==> config.mk <==
export PLATFORM = sky130hd
export DESIGN_NAME = udp_encoder
export DESIGN_NICKNAME = d
export VERILOG_FILES = /design/src/rtl/udp_encoder.sv
export SDC_FILE = /design/constraint.sdc
export NUM_CORES = 1
export LEC_CHECK = 0
export BUFFER_PORTS_ARGS = -buffer_cell sky130_fd_sc_hd__buf_4
export CORE_ASPECT_RATIO = 0.5
export CORE_UTILIZATION = 40
export DETAILED_ROUTE_END_ITERATION = 10
export GPL_TIMING_DRIVEN = 0
export PLACE_DENSITY_LB_ADDON = 0.3
export SKIP_CTS_REPAIR_TIMING = 1
export SYNTH_ARGS = -nofsm -noshare
export SYNTH_HDL_FRONTEND = slang
export SYNTH_SLANG_ARGS = --single-unit
==> constraint.sdc <==
create_clock -name clk -period 20.6 [get_ports clk]
set_input_delay 4.12 -clock clk [delete_from_list [all_inputs] [get_ports clk]]
set_output_delay 4.12 -clock clk [all_outputs]
set_load 0.01 [all_outputs]
==> src/rtl/udp_encoder.sv <==
// udp_encoder
//   Builds one UDP datagram as a stream of 32-bit words. The host starts a
//   datagram with the header fields, then writes ceil(len_data/4) payload
//   words. The payload is buffered while a one's-complement checksum is
//   accumulated over the IPv4 pseudo-header, the UDP header and the payload.
//   The block then emits {src_port,dest_port}, {len_udp,checksum} and the
//   buffered payload words back to back, followed by a one-cycle fin pulse.
//
// Ports
//   clk        rising-edge clock
//   reset      asynchronous active-low reset
//   start      begin a datagram (sampled only while idle)
//   dest_ip    destination IPv4 address (pseudo-header only)
//   src_ip     source IPv4 address (pseudo-header only)
//   src_port   UDP source port
//   dest_port  UDP destination port
//   len_data   payload length in bytes (at most 4*MAX_WORDS)
//   data_in    payload word, first byte in [31:24]
//   wr_en      data_in valid (accepted only while loading)
//   data_out   datagram word
//   valid      data_out valid
//   len_udp    len_data+8 of the last accepted datagram
//   busy       high whenever a datagram is in progress
//   fin        one-cycle pulse after the last word
//   error      one-cycle pulse when a start is rejected (payload too long)
module udp_encoder #(
    parameter int MAX_WORDS = 16
) (
    input  logic        clk,
    input  logic        reset,
    input  logic        start,
    input  logic [31:0] dest_ip,
    input  logic [31:0] src_ip,
    input  logic [15:0] src_port,
    input  logic [15:0] dest_port,
    input  logic [15:0] len_data,
    input  logic [31:0] data_in,
    input  logic        wr_en,
    output logic [31:0] data_out,
    output logic        valid,
    output logic [15:0] len_udp,
    output logic        busy,
    output logic        fin,
    output logic        error
);

    localparam int          AW        = (MAX_WORDS > 1) ? $clog2(MAX_WORDS) : 1;
    localparam int          CW        = $clog2(MAX_WORDS + 1);
    localparam logic [15:0] MAX_BYTES = 16'(4 * MAX_WORDS);

    typedef enum logic [2:0] {
        S_IDLE = 3'd0,
        S_LOAD = 3'd1,
        S_SUM  = 3'd2,
        S_HDR1 = 3'd3,
        S_HDR2 = 3'd4,
        S_DATA = 3'd5,
        S_FIN  = 3'd6
    } state_t;

    state_t         state_q, state_d;
    logic [CW-1:0]  n_q, n_d;
    logic [CW-1:0]  idx_q, idx_d;
    logic [31:0]    acc_q, acc_d;
    logic [15:0]    csum_q, csum_d;
    logic [15:0]    len_udp_q, len_udp_d;
    logic [15:0]    src_port_q, src_port_d;
    logic [15:0]    dest_port_q, dest_port_d;
    logic [1:0]     len_rem_q, len_rem_d;
    logic [31:0]    data_out_q, data_out_d;
    logic           valid_q, valid_d;
    logic           busy_q, busy_d;
    logic           fin_q, fin_d;
    logic           error_q, error_d;

    logic [31:0]    buf_q [MAX_WORDS];
    logic           wr_s;
    logic [AW-1:0]  wr_addr_s;
    logic [31:0]    wr_word_s;
    logic [CW-1:0]  n_s;

    // Pseudo-header plus UDP header contribution; at most nine 16-bit terms, so no carry out.
    function automatic logic [31:0] seed_sum(input logic [31:0] sip, input logic [31:0] dip,
                                             input logic [15:0] lu, input logic [15:0] sp,
                                             input logic [15:0] dp);
        return {16'd0, sip[31:16]} + {16'd0, sip[15:0]} +
               {16'd0, dip[31:16]} + {16'd0, dip[15:0]} +
               32'h0000_0011 + {16'd0, lu} + {16'd0, sp} + {16'd0, dp} + {16'd0, lu};
    endfunction

    // Add both halves of a word with end-around carry; 2^32-1 is a multiple of 2^16-1,
    // so folding at 32 bits preserves the 16-bit one's-complement sum.
    function automatic logic [31:0] acc_add(input logic [31:0] acc, input logic [31:0] word);
        logic [32:0] sum;
        sum = {1'b0, acc} + {17'd0, word[31:16]} + {17'd0, word[15:0]};
        return sum[31:0] + {31'd0, sum[32]};
    endfunction

    // Fold to 16 bits, complement, and send an all-zero result as 0xFFFF.
    function automatic logic [15:0] csum_fold(input logic [31:0] acc);
        logic [16:0] s1;
        logic [15:0] s2;
        logic [15:0] cs;
        s1 = {1'b0, acc[31:16]} + {1'b0, acc[15:0]};
        s2 = s1[15:0] + {15'd0, s1[16]};
        cs = ~s2;
        if (cs == 16'h0000) begin
            return 16'hFFFF;
        end else begin
            return cs;
        end
    endfunction

    // Zero the bytes of the final word that lie beyond len_data.
    function automatic logic [31:0] mask_tail(input logic [31:0] word, input logic [1:0] rem);
        case (rem)
            2'd1:    return {word[31:24], 24'd0};
            2'd2:    return {word[31:16], 16'd0};
            2'd3:    return {word[31:8], 8'd0};
            default: return word;
        endcase
    endfunction

    assign n_s = CW'((len_data + 16'd3) >> 2);

    // Next-state, datapath and registered-output logic.
    always_comb begin
        state_d     = state_q;
        n_d         = n_q;
        idx_d       = idx_q;
        acc_d       = acc_q;
        csum_d      = csum_q;
        len_udp_d   = len_udp_q;
        src_port_d  = src_port_q;
        dest_port_d = dest_port_q;
        len_rem_d   = len_rem_q;
        data_out_d  = 32'd0;
        valid_d     = 1'b0;
        fin_d       = 1'b0;
        error_d     = 1'b0;
        wr_s        = 1'b0;
        wr_addr_s   = idx_q[AW-1:0];
        wr_word_s   = data_in;

        case (state_q)
            S_IDLE: begin
                if (start) begin
                    if (len_data > MAX_BYTES) begin
                        error_d = 1'b1;
                    end else begin
                        len_udp_d   = len_data + 16'd8;
                        src_port_d  = src_port;
                        dest_port_d = dest_port;
                        len_rem_d   = len_data[1:0];
                        n_d         = n_s;
                        idx_d       = '0;
                        acc_d       = seed_sum(src_ip, dest_ip, len_data + 16'd8,
                                               src_port, dest_port);
                        if (n_s == '0) begin
                            state_d = S_SUM;
                        end else begin
                            state_d = S_LOAD;
                        end
                    end
                end else begin
                    state_d = S_IDLE;
                end
            end
            S_LOAD: begin
                if (wr_en) begin
                    wr_s = 1'b1;
                    if (idx_q == n_q - CW'(1)) begin
                        wr_word_s = mask_tail(data_in, len_rem_q);
                        state_d   = S_SUM;
                    end else begin
                        wr_word_s = data_in;
                        state_d   = S_LOAD;
                    end
                    acc_d = acc_add(acc_q, wr_word_s);
                    idx_d = idx_q + CW'(1);
                end else begin
                    state_d = S_LOAD;
                end
            end
            S_SUM: begin
                csum_d     = csum_fold(acc_q);
                state_d    = S_HDR1;
                valid_d    = 1'b1;
                data_out_d = {src_port_q, dest_port_q};
            end
            S_HDR1: begin
                state_d    = S_HDR2;
                valid_d    = 1'b1;
                data_out_d = {len_udp_q, csum_q};
            end
            S_HDR2: begin
                if (n_q == '0) begin
                    state_d = S_FIN;
                    fin_d   = 1'b1;
                end else begin
                    state_d    = S_DATA;
                    valid_d    = 1'b1;
                    data_out_d = buf_q[0];
                    idx_d      = CW'(1);
                end
            end
            S_DATA: begin
                // idx_q is the index of the next word to present.
                if (idx_q == n_q) begin
                    state_d = S_FIN;
                    fin_d   = 1'b1;
                end else begin
                    state_d    = S_DATA;
                    valid_d    = 1'b1;
                    data_out_d = buf_q[idx_q[AW-1:0]];
                    idx_d      = idx_q + CW'(1);
                end
            end
            S_FIN: begin
                state_d = S_IDLE;
            end
            default: begin
                state_d = S_IDLE;
            end
        endcase

        busy_d = (state_d != S_IDLE);
    end

    // State, datapath and output registers.
    always_ff @(posedge clk or negedge reset) begin
        if (!reset) begin
            state_q     <= S_IDLE;
            n_q         <= '0;
            idx_q       <= '0;
            acc_q       <= 32'd0;
            csum_q      <= 16'd0;
            len_udp_q   <= 16'd0;
            src_port_q  <= 16'd0;
            dest_port_q <= 16'd0;
            len_rem_q   <= 2'd0;
            data_out_q  <= 32'd0;
            valid_q     <= 1'b0;
            busy_q      <= 1'b0;
            fin_q       <= 1'b0;
            error_q     <= 1'b0;
        end else begin
            state_q     <= state_d;
            n_q         <= n_d;
            idx_q       <= idx_d;
            acc_q       <= acc_d;
            csum_q      <= csum_d;
            len_udp_q   <= len_udp_d;
            src_port_q  <= src_port_d;
            dest_port_q <= dest_port_d;
            len_rem_q   <= len_rem_d;
            data_out_q  <= data_out_d;
            valid_q     <= valid_d;
            busy_q      <= busy_d;
            fin_q       <= fin_d;
            error_q     <= error_d;
        end
    end

    // Payload buffer; contents are don't-care after reset.
    always_ff @(posedge clk) begin
        if (wr_s) begin
            buf_q[wr_addr_s] <= wr_word_s;
        end
    end

    assign data_out = data_out_q;
    assign valid    = valid_q;
    assign len_udp  = len_udp_q;
    assign busy     = busy_q;
    assign fin      = fin_q;
    assign error    = error_q;

endmodule

==> results.cfg <==
[status]
status = finished, violations left
violations = max-capacitance violations, max-slew violations

[sta]
relSlewSlack_pct = -2.182
worst_pin_slew_ns = 1.530
period_share_pct = 48.47
fin_tns_setup_ns = 0
period_minus_slack_ns = 9.985
fmax_ghz = 0.1001
setup_viol = 0
rsz0062_at_grt = false
whs_ns = 0.5093
hold_viol_final = 0
slew_violations = 17
clock_skew_ns = 0.05952

[logic_synthesis]
syn_inst = 2128
ys_ff_latch = 657
synth.mux.area_fraction_pct = 12.43
netlist-cell-type-count = 104
synth_adder_area_share_pct = 9.125
synth_warnings = 0
avgSynthCellArea_sq_um = 15.23
yosys.area_share.simple_pct = 7.847
synthXorXnorAreaFrac_pct = 2.324
synth_edf_count = 512
synthFlopType = edfxtp_1
synth_top_family_by_area = multiplexers
seq_area_frac_synth_pct = 58.63
async_flop_share_pct = 22.07
synth_compound_area_share_pct = 7.569
synth_fp_nets = 2454
synth_area_sq_um = 32410

[final_layout]
nNetsFinal = 2728
stdcell_area_sq_um = 37620
final_common_cell = edfxtp_1
layout.cells.non_filler = 3539
drive_gt1_share_pct = 23.41
syn2layout_area_growth_pct = 16.05
diodes = 0
layout_common_cells = edfxtp_1 (512), buf_4 (197), mux4_2 (160)

[power]
finalPower_w = 0.005086
powerDensity_nw_per_um2 = 135.2
irDropWorstVdd_v = 0.00009225
total_leakage_power_nw = 13.75

[clock_tree]
cts_tree = yes
htree_levels = 2
cts_inserted_buffers = 60
cts.sinks = 657
ctsLongestPathBuffers = 3
clock-root-buffer = clkbuf_16
insertion_delay_ns = 0.66
clkTransAtPathRegs_ns = 0.07

[drt]
viasPerCell = 5.756
wl_per_cell_um = 26.52
first_iter_violations = 2195
drt_wl_total_um = 93850
firstDrtPassIters = 8
vias = 20370
drc_errors = 0
postRouteAntennaNets = 0

[critical_path]
cp_max_fo = 8
critPathCaptureType = register
startpoint_type = input pin
cp_cell_sequence = buf_4, and2_1, fa_1, ha_1, buf_2, nand3_1, nor2_1, a2111oi_4, o31a_1, nor3_1, nand2_1, nor2_1, ha_1, ha_1, and3_1, or4b_1, nor4b_1, and3_1, and4b_1, nor4b_1, mux2i_1, nand2_1
cp_num_buf_inv = 2
slowest_delay_ns = 0.61
r2r_setup_slack_ns = 11.27
critPathLaunch = data_in[9]
r2r_start = idx_q[2]
critPathKind = input pin to register
path_common_cell = ha_1
cpLargestDelayFamily = simple AND/OR/NAND/NOR gates
critPathSlowestCell = nor3_1
cp.arrival_ns = 10.48
required_ns = 21.10

[job]
maxCapViolations = 1

[grt]
grt_first_pass_wirelength_um = 136600
antenna_found_initial = 2
overflow = 0
grt_max_degree = 82
grt_pass1_vias = 20170
track_usage_pct = 22.83

[die]
fp-row-count = 73
dieArea_sq_um = 82250
io-pin-count = 200
die_w_um = 404.6
initial_core_util_pct = 40.61
dieHeight_um = 203.3
core_area_sq_um = 79830

[place]
port_buffers = 197
dp_hpwl_um = 69120
placed_cells = 3427
gp_congestion = 0.9576
post_dp_cell_area_sq_um = 35610

[worst_hold_path]
hold_path.class = register to register
min_from = csum_q[15]
## state kept, by name, summed over array words and instances (netlist names)
register / flops
acc_q: 32
buf_q: 512
error: 1
busy: 1
csum_q: 16
src_port_q: 16
state_q: 3
len_udp: 16
data_out: 32
fin: 1
idx_q: 5
valid: 1
n_q: 5
dest_port_q: 16
## worst paths after layout
kind	endpoint	cells past startpoint
min reg2reg	csum_q[15]	2
max reg2reg	acc_q[30]	27
max in group asynchronous	n_q[0]	2
min	csum_q[15]	2
max	acc_q[30]	22
min in group asynchronous	data_out[3]	1
## cell type report
| cell class | instances | area, sq um |
|---|---|---|
| Fill cell | 6928 | 42210 |
| Sequential cell | 657 | 19000 |
| Multi-Input combinational cell | 1303 | 12770 |
| Timing Repair Buffer | 212 | 1805 |
| Clock buffer | 67 | 1538 |
| Tap cell | 1087 | 1360 |
| Clock inverter | 45 | 461.7 |
| Buffer | 93 | 394.1 |
| Inverter | 75 | 281.5 |
## power breakdown
part,leakage [nW],switching (W),internal (W)
Sequential,6.54,0.0000680,0.00153
Clock,0.965,0.000516,0.000629
Combinational,6.25,0.00141,0.000936
Total,13.8,0.00199,0.00309
## logic make-up (layout without fill, tap and decap cells)
kind of cell / after synthesis / count (layout)
AO/OA/AOI/OAI: 352 / 352
buffers and inverters: 168 / 492
multiplexers: 198 / 198
AND/OR/NAND/NOR: 488 / 488
adder cells (fa/ha/maj): 179 / 179
flip-flops: 657 / 657
XOR/XNOR: 86 / 86
## synthesized netlist by cell type, drive strengths merged, types with 19 or more instances
cell type	number	area (sq um)
inv	74	277.8
o21ai	82	410.4
nand3	52	270.3
buf	23	101.3
fa	96	1922
mux4	160	3603
mux2	35	394.1
a222oi	32	320.3
nand2	154	603.1
ha	82	1026
xnor2	57	499.2
nor2	75	281.5
xor2	29	254.0
edfxtp	512	15370
nor3	33	165.2
a21oi	91	459.2
a31oi	19	118.9
clkbuf	68	272.8
dfrtp	145	3628
and3	30	188.9
and2	57	356.6
## per-stage QoR
stage                     worst slack (ns)  utilization (%)
after floorplan                      11.50                -
after global routing                 10.15            47.12
after CTS                            10.70            47.11
final                                10.61            47.12
after global placement               10.09            44.16
after detailed placement             10.05            44.60
## worst register-to-register path, stage by stage (launching register included)
cell and delay, ns:
dfrtp_1 0.32, clkbuf_1 0.52, xor2_1 0.19, nor3_1 0.19, a31oi_1 0.06, nor4bb_1 1.16
nand2_1 0.38, and2_1 0.36, fa_1 0.45, ha_1 0.28, buf_2 0.19, nand3_1 0.16
nor2_1 0.47, a2111oi_4 0.18, o31a_1 0.39, nor3_1 0.61, nand2_1 0.15, nor2_1 0.32
ha_1 0.26, ha_1 0.19, and3_1 0.22, or4b_1 0.52, nor4b_1 0.51, and3_1 0.26
and4b_1 0.26, nor4b_1 0.34, mux2i_1 0.23, nand2_1 0.07
## per-layer routing
layer	part of all wire (%)	global-route usage, %
met1	42	32.45
met2	47	36.28
met3	8.2	4.046
met4	2.7	6.155
met5	0	0
No activity file was read; power rests on OpenSTA's default activity.
